<file path="src/rtl/fifo_sync_param_pkg.sv">
`default_nettype none
// +----------------------------------------------------------------------------+
// | Module : fifo_sync_param_pkg                                                |
// | Purpose: Shared defaults and operation encoding for the synchronous FIFO.   |
// |          BYTE_W / FIFO_ADDR_W are the bridge-wide default word width and    |
// |          address width; fifo_op_e names the accepted-access combinations.  |
// | Rev    : 1.0  initial release                                               |
// +----------------------------------------------------------------------------+
package fifo_sync_param_pkg;

  localparam int BYTE_W      = 8;
  localparam int FIFO_ADDR_W = 4;

  // Encoding is {write accepted, read accepted}
  typedef enum logic [1:0] {
    OP_IDLE = 2'b00,
    OP_RD   = 2'b01,
    OP_WR   = 2'b10,
    OP_RW   = 2'b11
  } fifo_op_e;

endpackage
`default_nettype wire

</file>
<file path="src/rtl/fifo_dp_ram.sv">
`default_nettype none
// +----------------------------------------------------------------------------+
// | Module : fifo_dp_ram                                                        |
// | Purpose: Simple dual-port RAM, DATA_W x 2**ADDR_W, synchronous write,       |
// |          asynchronous read. With REG_OUT=1 the read word is captured into   |
// |          an output register on re_i (cleared by rst); with REG_OUT=0 the    |
// |          addressed word is presented combinationally.                      |
// | Ports  : clk, rst            clock / sync active-high reset                 |
// |          we_i, waddr_i, wdata_i  write port                                 |
// |          re_i, raddr_i        read strobe (REG_OUT=1 only) and address      |
// |          rdata_o              read word                                     |
// | Rev    : 1.0  initial release                                               |
// +----------------------------------------------------------------------------+
module fifo_dp_ram #(
  parameter int DATA_W  = 8,
  parameter int ADDR_W  = 4,
  parameter int REG_OUT = 1
) (
  input  logic              clk,
  input  logic              rst,
  input  logic              we_i,
  input  logic [ADDR_W-1:0] waddr_i,
  input  logic [DATA_W-1:0] wdata_i,
  input  logic              re_i,
  input  logic [ADDR_W-1:0] raddr_i,
  output logic [DATA_W-1:0] rdata_o
);

  localparam int DEPTH = 1 << ADDR_W;

  // Storage is intentionally not reset so it can map onto RAM primitives
  logic [DATA_W-1:0] mem_q [DEPTH];

  always_ff @(posedge clk) begin
    if (we_i) begin
      mem_q[waddr_i] <= wdata_i;
    end
  end

  generate
    if (REG_OUT != 0) begin : g_reg_out
      logic [DATA_W-1:0] rdata_q;
      always_ff @(posedge clk) begin
        if (rst) begin
          rdata_q <= '0;
        end else if (re_i) begin
          rdata_q <= mem_q[raddr_i];
        end
      end
      assign rdata_o = rdata_q;
    end else begin : g_comb_out
      // Reset and read strobe have no role when the output is combinational
      logic unused_ok;
      assign unused_ok = ^{rst, re_i};
      assign rdata_o   = mem_q[raddr_i];
    end
  endgenerate

endmodule
`default_nettype wire

</file>
<file path="src/rtl/fifo_sync_param.sv">
`default_nettype none
// +----------------------------------------------------------------------------+
// | Module : fifo_sync_param                                                    |
// | Purpose: Parametrised single-clock FIFO using all 2**ADDR_W entries, with   |
// |          occupancy count, almost-full/almost-empty thresholds,              |
// |          overflow/underflow pulses and optional first-word-fall-through.   |
// | Ports  : clk, rst            clock / sync active-high reset                 |
// |          wr_en, wr_data      write request and word                         |
// |          rd_en               read request (FWFT=1: pop head)                |
// |          rd_data, rd_valid   read word and its qualifier                    |
// |          full, empty, almost_full, almost_empty, count   status             |
// |          overflow, underflow 1-cycle pulses for rejected requests           |
// | Rev    : 1.0  initial release                                               |
// +----------------------------------------------------------------------------+
module fifo_sync_param
  import fifo_sync_param_pkg::*;
#(
  parameter int DATA_W        = BYTE_W,
  parameter int ADDR_W        = FIFO_ADDR_W,
  parameter int AFULL_THRESH  = 12,
  parameter int AEMPTY_THRESH = 2,
  parameter int FWFT          = 0
) (
  input  logic              clk,
  input  logic              rst,
  input  logic              wr_en,
  input  logic [DATA_W-1:0] wr_data,
  input  logic              rd_en,
  output logic [DATA_W-1:0] rd_data,
  output logic              rd_valid,
  output logic              full,
  output logic              empty,
  output logic              almost_full,
  output logic              almost_empty,
  output logic [ADDR_W:0]   count,
  output logic              overflow,
  output logic              underflow
);

  localparam int              DEPTH    = 1 << ADDR_W;
  localparam logic [ADDR_W:0] C_DEPTH  = DEPTH[ADDR_W:0];
  localparam logic [ADDR_W:0] C_AFULL  = AFULL_THRESH[ADDR_W:0];
  localparam logic [ADDR_W:0] C_AEMPTY = AEMPTY_THRESH[ADDR_W:0];
  localparam logic [ADDR_W:0] C_ONE    = {{ADDR_W{1'b0}}, 1'b1};

  generate
    if (!(AEMPTY_THRESH > 0 && AEMPTY_THRESH < AFULL_THRESH && AFULL_THRESH <= DEPTH))
    begin : g_bad_thresh
      $error("fifo_sync_param: need 0 < AEMPTY_THRESH < AFULL_THRESH <= DEPTH");
    end
  endgenerate

  // Pointers carry one extra wrap bit so full and empty are distinguishable
  logic [ADDR_W:0] wptr_q, rptr_q;
  logic [ADDR_W:0] count_q, count_d;
  logic            full_q, empty_q, afull_q, aempty_q;
  logic            ovf_q, udf_q;
  logic            wr_acc, rd_acc;
  fifo_op_e        op;

  // Acceptance uses this cycle's registered flags, so a full FIFO can still
  // pop while rejecting the write, and an empty one can still push.
  assign wr_acc = wr_en & ~full_q;
  assign rd_acc = rd_en & ~empty_q;
  assign op     = fifo_op_e'({wr_acc, rd_acc});

  always_comb begin
    count_d = count_q;
    case (op)
      OP_WR:   count_d = count_q + C_ONE;
      OP_RD:   count_d = count_q - C_ONE;
      default: count_d = count_q;
    endcase
  end

  // All status flags derive from count_d so they agree with count each cycle
  always_ff @(posedge clk) begin
    if (rst) begin
      wptr_q   <= '0;
      rptr_q   <= '0;
      count_q  <= '0;
      full_q   <= 1'b0;
      empty_q  <= 1'b1;
      afull_q  <= 1'b0;
      aempty_q <= 1'b1;
      ovf_q    <= 1'b0;
      udf_q    <= 1'b0;
    end else begin
      if (wr_acc) begin
        wptr_q <= wptr_q + C_ONE;
      end
      if (rd_acc) begin
        rptr_q <= rptr_q + C_ONE;
      end
      count_q  <= count_d;
      full_q   <= (count_d == C_DEPTH);
      empty_q  <= (count_d == '0);
      afull_q  <= (count_d >= C_AFULL);
      aempty_q <= (count_d <= C_AEMPTY);
      ovf_q    <= wr_en & full_q;
      udf_q    <= rd_en & empty_q;
    end
  end

  fifo_dp_ram #(
    .DATA_W  (DATA_W),
    .ADDR_W  (ADDR_W),
    .REG_OUT ((FWFT == 0) ? 1 : 0)
  ) u_ram (
    .clk     (clk),
    .rst     (rst),
    .we_i    (wr_acc),
    .waddr_i (wptr_q[ADDR_W-1:0]),
    .wdata_i (wr_data),
    .re_i    (rd_acc),
    .raddr_i (rptr_q[ADDR_W-1:0]),
    .rdata_o (rd_data)
  );

  generate
    if (FWFT == 0) begin : g_std_valid
      logic rd_valid_q;
      always_ff @(posedge clk) begin
        if (rst) begin
          rd_valid_q <= 1'b0;
        end else begin
          rd_valid_q <= rd_acc;
        end
      end
      assign rd_valid = rd_valid_q;
    end else begin : g_fwft_valid
      // Head word is presented combinationally whenever anything is stored
      assign rd_valid = ~empty_q;
    end
  endgenerate

  assign full         = full_q;
  assign empty        = empty_q;
  assign almost_full  = afull_q;
  assign almost_empty = aempty_q;
  assign count        = count_q;
  assign overflow     = ovf_q;
  assign underflow    = udf_q;

endmodule
`default_nettype wire

</file>
<file path="config.mk">
export PLATFORM = sky130hd
export DESIGN_NAME = fifo_sync_param
export DESIGN_NICKNAME = d
export VERILOG_FILES = /design/src/rtl/fifo_sync_param_pkg.sv /design/src/rtl/fifo_dp_ram.sv /design/src/rtl/fifo_sync_param.sv
export SDC_FILE = /design/constraint.sdc
export NUM_CORES = 1
export LEC_CHECK = 0
export BUFFER_PORTS_ARGS = -buffer_cell sky130_fd_sc_hd__buf_2
export CAP_MARGIN = 20
export CELL_PAD_IN_SITES_DETAIL_PLACEMENT = 0
export CELL_PAD_IN_SITES_GLOBAL_PLACEMENT = 1
export CORE_UTILIZATION = 55
export CTS_BUF_LIST = sky130_fd_sc_hd__clkbuf_4 sky130_fd_sc_hd__clkbuf_8
export CTS_CLUSTER_DIAMETER = 80
export DETAILED_ROUTE_END_ITERATION = 8
export PLACE_DENSITY_LB_ADDON = 0.1
export SLEW_MARGIN = 10
export SYNTH_ARGS = -nofsm -noshare
export SYNTH_HDL_FRONTEND = slang
export SYNTH_SLANG_ARGS = --single-unit
export TNS_END_PERCENT = 20
</file>
<file path="constraint.sdc">
create_clock -name clk -period 2.7 [get_ports clk]
set_input_delay 0.54 -clock clk [delete_from_list [all_inputs] [get_ports clk]]
set_output_delay 0.54 -clock clk [all_outputs]
set_load 0.01 [all_outputs]
</file>
==> results of run 1 <==
area by class of cell:
type                       instances  area share [%]
clock buffer                      17            3.34
clock inverter                    14            1.70
inverter                           5           0.268
multi-input combinational        164            24.3
sequential                       156            63.0
tap                              140            2.50
timing repair buffer              54            4.86
synth_stat cells (3+ instances only):
cell type  count  area share [%]
nand3_1        3            0.24
dfxtp_1       28             9.0
ha_1           7             1.4
nor2_1        26             1.6
nand2b_1       4            0.40
nor3_1         4            0.32
nand2_1       30             1.8
xor2_1         7            0.98
clkbuf_1      12            0.72
edfxtp_1     128              61
inv_1          5            0.30
xnor2_1        6            0.84
nor2b_1        3            0.30
mux4_1        19             8.0
mux4_2        21             7.6
a21oi_1       11            0.88
layer usage:
metal | up-vias | part of all wire [%] | track usage (%)
li1 | 1456 | - | -
met1 | 1553 | 46 | 27.1
met2 | 62 | 49 | 32.6
met3 | 15 | 3.3 | 4.66
met4 | 0 | 1.8 | 9.56
met5 | - | 0 | 0
worst max-delay path, cell delays in order, from the launching register on:
cell      delay (ps)
dfxtp_1          330
nor2b_1          290
nor2_4            90
xor2_1           150
ha_1             220
or4_1            470
a31oi_1          170
xnor2_1          200
and4bb_2         270
metrics by stage:
step	power, W	instance area (um2)
after floorplan	0.00357	6250
after global placement	0.00382	6640
after detailed placement	0.00383	6640
after CTS	0.00538	7000
after global routing	0.00558	7000
final	0.00533	7000
where the power goes:
group	switching [W]	internal, W
Combinational	0.000477	0.000477
Clock	0.000837	0.000722
Sequential	0.0000968	0.00272
Total	0.00141	0.00392
cells by family (layout without fill, tap and decap cells):
group                    Yosys count  in the layout  synth area share [%]
AO/OA/AOI/OAI                     19             19                  1.88
XOR/XNOR                          13             13                  1.82
adder cells (fa/ha/maj)            7              7                  1.40
buffers and inverters             26             90                  2.34
flip-flops                       156            156                  70.4
multiplexers                      41             41                  15.7
AND/OR/NAND/NOR                   84             84                  6.42
worst paths after layout:
check / to / slack, ps / cells after the start / startpoint
max: full / 400 / 8 / full
min: overflow / 320 / 3 / wr_en
max reg2reg: full / 400 / 8 / full
min reg2reg: underflow / 450 / 2 / empty
state kept, by name (all words and copies together) (netlist names):
register,flops
rd_valid,1
underflow,1
wptr_q,4
u_ram.mem_q,128
count,5
u_ram.rdata_o,8
empty,1
rptr_q,4
full,1
almost_empty,1
overflow,1
almost_full,1
==> results.toml, run 1 <==
[clock_network]
cts_tree = "yes"
clk_latency_ps = 450
cts_buffer_depth = 2
cts_setup_buffers = 0
cts_made_buffers = 17
h-tree-depth = 4
cts.sinks = 156
clkSlewWorstSetupHoldPaths_ps = 80
ctsResizeCount = 0
root_buffer = "clkbuf_8"
cts.hold.buffers_added = 0

[placed_design]
port_buffers = 31
gp_routability_congestion = 0.731
post-dp-hpwl_um = 7290
dp_slack_ps = 91.8
dp.cells = 519

[die]
start_util_pct = 57.2
rows = 38
coreArea_mm2 = 0.0109
die-area_mm2 = 0.0118
die_y_um = 109
fp.dieW_um = 109
pin_count = 32

[final_layout]
layout_commonest_cell = "edfxtp_1"
regArea_mm2 = 0.00441
finalNonFillerCells = 550
diodes = 0
final_cell_mix = "128 x edfxtp_1, 31 x buf_2, 30 x nand2_1"
drive_gt1_share_pct = 26.3
nNetsFinal = 417
fillers = 794
multi_input_area_mm2 = 0.00170
area_growth_pct = 11.9
final_core_util_pct = 64.0

[drt]
dr.pass1.iters = 4
vias = 3086
post-route-drc-count = 0
drt_iter0_markers = 184
routed_wl_um = 10600
wl_per_cell_um = 19.2
ant_nets = 0
routed_via_density = 5.61

[worst_hold_path]
min_path_type = "in2reg"

[global_route]
track_usage_pct = 20.5
antenna_found_initial = 0
grt_pass1_wl_um = 16700
grt_max_degree = 36
grt_pass1_vias = 3103
gr-total-overflow = 0

[timing]
rsz0062_at_grt = "no"
postLayoutSetupSlackWorst_ps = 403
max_slew_margin_pct = 60.3
whs_ps = 319
maxClockFrequency_ghz = 0.435
setup_violations = 0
tightest_slew_ps = 595
hold_viol_final = 0
setup-tns-final_ps = 0
slew_violations = 0
period_minus_slack_ps = 2300
post-route-period-util_pct = 85.1
clock_skew_ps = 9.07

[worst_setup_path]
cp.arrival_ps = 2640
worstSetupEndpointType = "flip-flop"
cp.required_ps = 3040
cp-start-kind = "flip-flop"
cp_max_fo = 5
path_class = "reg2reg"

[synthesis]
avgSynthCellArea_um2 = 18.1
ys_ff_latch = 156
netlist_area_mm2 = 0.00625
ys.flop_type = "edfxtp_1"
ys_types = 40
synth_warnings = 0
synth-seq-area-share_pct = 70.4
synthArstFlopShare_pct = 0
synthCells = 346
synth_edf_count = 128
synth_nets = 365

[flow_run]
max-cap-violations = 0

[power]
leakagePower_nw = 2.39
peakVddDrop_mv = 0.523
power_density_mw_per_mm2 = 762

[outcome]
outcome = "completed"
(Power assumes the default switching activity.)
==> run 2, diff against run 1 <==
Settings changed: CORE_UTILIZATION 55 to 52, CTS_BUF_LIST sky130_fd_sc_hd__clkbuf_4 sky130_fd_sc_hd__clkbuf_8 to unset.
==> run 2 against run 1 <==
Compared with the run above: the flow now finishes with violations (design-rule violations); setup slack lost 14 ps; via count fell by 0.36%; final cell count grew 0.73%; critical path type unchanged; largest power group unchanged; highest routed layer unchanged.
==> results.toml, run 2 (synthesis gave the netlist of run 1 again) <==
[outcome]
outcome = "finished with violations"
violations = "design-rule violations"

[final_layout]
area_growth_pct = 15.2
largest_register = "u_ram.mem_q"
diodes = 0
fillers = 837
layout_commonest_cell = "edfxtp_1"
largest_register_ffs = 128
final_cell_mix = "128 x edfxtp_1, 31 x buf_2, 30 x nand2_1"
nNetsFinal = 418
finalNonFillerCells = 554
regArea_mm2 = 0.00441
multi_input_area_mm2 = 0.00170
drive_gt1_share_pct = 27.0
design_area_mm2 = 0.00720

[worst_setup_path]
cp_top_family = "simple AND/OR/NAND/NOR gates"
critical_path.slowest_cell = "dfxtp_1"
cp-start-kind = "flip-flop"
cp_cell_sequence = "nor2b_1 -> inv_1 -> ha_1 -> nand4b_1 -> a22o_1 -> a31oi_1 -> xnor2_1 -> and4bb_2"
worstSetupEndpointType = "flip-flop"
path_class = "reg2reg"
cp_max_fo = 6
r2r-start = "full"
startpoint = "full"
cp.arrival_ps = 2620
path_buf_inv = 1
cp_slowest_stage_delay_ps = 320
cp.required_ps = 3010

[power]
peakVddDrop_mv = 0.703
power_density_mw_per_mm2 = 829
leakagePower_nw = 2.49

[clock_network]
cts_tree = "yes"
cts.hold.buffers_added = 0
cts_setup_buffers = 0
clkSlewWorstSetupHoldPaths_ps = 60
ctsResizeCount = 0
root_buffer = "clkbuf_16"
clk_latency_ps = 420
h-tree-depth = 4
cts_made_buffers = 17
cts.sinks = 156
cts_buffer_depth = 2

[placed_design]
gp_routability_congestion = 0.820
post-dp-hpwl_um = 7100
dp.cells = 523
placed_area_mm2 = 0.00665
port_buffers = 31

[timing]
max_slew_margin_pct = 55.0
rsz0062_at_grt = "no"
setup-tns-final_ps = 0
post-route-period-util_pct = 85.6
setup_violations = 0
slew_violations = 0
period_minus_slack_ps = 2310
whs_ps = 348
clock_skew_ps = 10.6
maxClockFrequency_ghz = 0.433
tightest_slew_ps = 674
hold_viol_final = 0

[die]
die_y_um = 112
fp.dieW_um = 112
coreArea_mm2 = 0.0116
rows = 39
pin_count = 32
die-area_mm2 = 0.0125
start_util_pct = 54.1

[drt]
drt_iter0_markers = 229
ant_nets = 0
routed_wl_um = 10600
post-route-drc-count = 6
wl_per_cell_um = 19.1
dr.pass1.iters = 7
routed_via_density = 5.55
vias = 3075

[global_route]
grt_max_degree = 36
antenna_found_initial = 0
gr-total-overflow = 0
track_usage_pct = 19.2
grt_pass1_wl_um = 17200
grt_pass1_vias = 3119

[worst_hold_path]
min_path_type = "in2reg"
worstHoldStart = "wr_en"

[flow_run]
max-cap-violations = 0
[run 2: cell count changes in the layout (fill, tap and decap cells not counted), moves of 2 or more]
cell	before	now
inv_6	4	2
clkinv_1	3	0
clkbuf_16	0	17
clkbuf_8	17	0
clkinv_2	2	4
[run 2: worst reg2reg max path, stage by stage, from the launching register on]
cell and delay [ps]:
dfxtp_1 320, nor2b_1 290, inv_1 170, ha_1 300, nand4b_1 220, a22o_1 230
a31oi_1 190, xnor2_1 200, and4bb_2 280
[run 2: layer usage]
layer,routed length (um),GRT usage (%),vias to the layer above
met3,355,4.30,11
met2,5380,30.6,63
li1,-,-,1469
met5,0,0,-
met4,138,7.84,0
met1,4730,25.9,1532
[run 2: cell type report]
class,instances,area share (%)
clock inverter,13,1.67
multi-input combinational,164,23.6
inverter,5,0.261
clock buffer,18,5.96
timing repair buffer,55,4.83
tap,143,2.48
sequential,156,61.2
[run 2: stage by stage]
step	utilization, %	setup slack [ps]	power, W
final	62.3	388	0.00597
after floorplan	-	307	0.00357
after CTS	62.3	379	0.00604
after global routing	62.3	189	0.00623
after detailed placement	57.5	70.4	0.00384
after global placement	57.5	144	0.00383
[run 2: worst paths after layout]
check                     endpoint  slack, ps  cells after the start
setup / recovery              full        390                      8
setup reg to reg              full        390                      8
hold reg to reg   u_ram.rdata_o[0]        450                      2
hold / removal            overflow        350                      3
[run 2: report_power, final]
part / switching (W) / total [W] / leakage, nW / internal, W
Clock: 0.000926 / 0.00220 / 0.268 / 0.00127
Combinational: 0.000485 / 0.000969 / 0.835 / 0.000484
Sequential: 0.0000862 / 0.00281 / 1.39 / 0.00272
Total: 0.00150 / 0.00597 / 2.49 / 0.00447
==> run 3, diff against run 2 <==
Settings changed: CORE_UTILIZATION 52 to 30.
Clock period 2.7 ns to 2.5 ns, I/O delays scaled along.
==> run 3 against run 2 <==
Compared with the run above: critical path type unchanged; first-iteration DRC count down 33%; clock power up 12%; maximum frequency up 0.58%; utilization down 25 points; critical endpoint unchanged; largest cell class unchanged; wire length up 24%; the run now ends clean.
==> results.toml, run 3 (synthesis gave the netlist of run 1 again) <==
[outcome]
outcome = "completed"

[placed_design]
dp.cells = 665
gp_routability_congestion = 0.693
port_buffers = 31
post-dp-hpwl_um = 9000

[timing]
post-route-period-util_pct = 91.9
maxClockFrequency_ghz = 0.435
tightest_slew_ps = 540
period_minus_slack_ps = 2300
setup_violations = 0
max_slew_margin_pct = 64.0
clock_skew_ps = 6.97
slew_violations = 0
rsz0062_at_grt = "no"
hold_viol_final = 0

[worst_setup_path]
cp_top_family = "simple AND/OR/NAND/NOR gates"
cp_max_fo = 4
cp.arrival_ps = 2620
worstSetupEndpointType = "flip-flop"
cp_slowest_stage_delay_ps = 470
cp_cell_sequence = "nor2b_1 -> nor2_4 -> xor2_1 -> ha_1 -> or4_1 -> a31oi_1 -> xnor2_1 -> and4bb_2"
rr_worst_depth = 8
path_buf_inv = 0
path_class = "reg2reg"
cp.required_ps = 2820
cp-start-kind = "flip-flop"
critical_path.slowest_cell = "or4_1"
worst-path-stages = 8

[drt]
routed_via_density = 4.59
drt_iter0_markers = 154
vias = 3198
ant_nets = 0
routed_wl_um = 13100
wl_per_cell_um = 18.9
post-route-drc-count = 0
dr.pass1.iters = 4

[global_route]
grt_pass1_vias = 3335
grt_max_degree = 36
gr-total-overflow = 0
antenna_found_initial = 0
grt_pass1_wl_um = 20300
track_usage_pct = 13.2

[die]
die_y_um = 146
fp.dieW_um = 146
pin_count = 32
rows = 52
start_util_pct = 30.7
die-area_mm2 = 0.0214
coreArea_mm2 = 0.0204

[final_layout]
drive_gt1_share_pct = 30.0
nNetsFinal = 433
area_growth_pct = 20.1
layout_commonest_cell = "edfxtp_1"
largest_register_ffs = 128
diodes = 0
largest_register = "u_ram.mem_q"
final_cell_mix = "128 x edfxtp_1, 37 x buf_4, 31 x buf_2"
finalNonFillerCells = 697

[clock_network]
cts_setup_buffers = 0
clkSlewWorstSetupHoldPaths_ps = 60
cts.sinks = 156
root_buffer = "clkbuf_16"
cts.hold.buffers_added = 0
cts_tree = "yes"
h-tree-depth = 4
cts_made_buffers = 17
ctsResizeCount = 0
cts_buffer_depth = 2
clk_latency_ps = 420

[power]
peakVddDrop_mv = 0.453
totalPowerFinal_w = 0.00661
power_density_mw_per_mm2 = 880
leakagePower_nw = 2.58

[flow_run]
max-cap-violations = 0

[worst_hold_path]
min_path_type = "in2reg"
hold_path_depth = 3
==> run 3: cell types whose count changed in the layout (fill, tap and decap cells not counted) <==
cell	before	now
clkbuf_8	0	1
clkinv_4	3	4
buf_4	23	37
clkbuf_1	1	0
buf_12	1	2
inv_6	2	3
clkinvlp_4	2	3
clkinv_2	4	2
==> run 3: worst min-delay path, cell delays in order <==
cell,delay (ps)
buf_2,100
nand2_1,50
nor2_1,30
==> run 3: report_power, final <==
group | switching (W) | leakage, nW | total, W | internal [W]
sequential | 0.0000952 | 1.39 | 0.00303 | 0.00294
combinational | 0.000563 | 0.918 | 0.00110 | 0.000539
clock | 0.00106 | 0.275 | 0.00247 | 0.00141
total | 0.00172 | 2.58 | 0.00661 | 0.00489
==> run 3: cell type report <==
cell class | count | area [um2]
fillers | 1910 | 12900
flip-flops and latches | 156 | 4410
multi-input cells | 164 | 1700
repair buffers | 70 | 473
clock buffers | 18 | 439
well taps | 270 | 338
clock inverters | 14 | 135
inverters | 5 | 18.8
==> run 3: final timing paths <==
kind | startpoint | endpoint | slack [ps]
worst max-delay path | full | full | 200
worst min-delay path | wr_en | overflow | 310
worst max register to register | full | full | 200
worst min register to register | u_ram.rdata_o[4] | u_ram.rdata_o[4] | 450
==> run 3: per-layer routing <==
metal  GRT usage (%)  part of all wire [%]  routed length [um]  vias to the layer above
li1                -                     -                   -                     1502
met4            4.53                   1.4                 180                        0
met3            3.59                   3.5                 463                       17
met2            20.4                    47                6210                       55
met5               0                     0                   0                        -
met1            18.1                    48                6290                     1624
==> run 3: through the flow <==
stage	instance area, um2	util (%)	setup slack [ps]	setup TNS [ps]	hold slack (ps)
floorplan	6250	-	147	0	461
global placement	6940	34.1	-47.2	-80.2	445
detailed placement	6940	34.1	-96.6	-206	445
CTS	7510	36.9	177	0	281
global route	7510	36.9	79.0	0	306
finish	7510	36.9	202	0	305
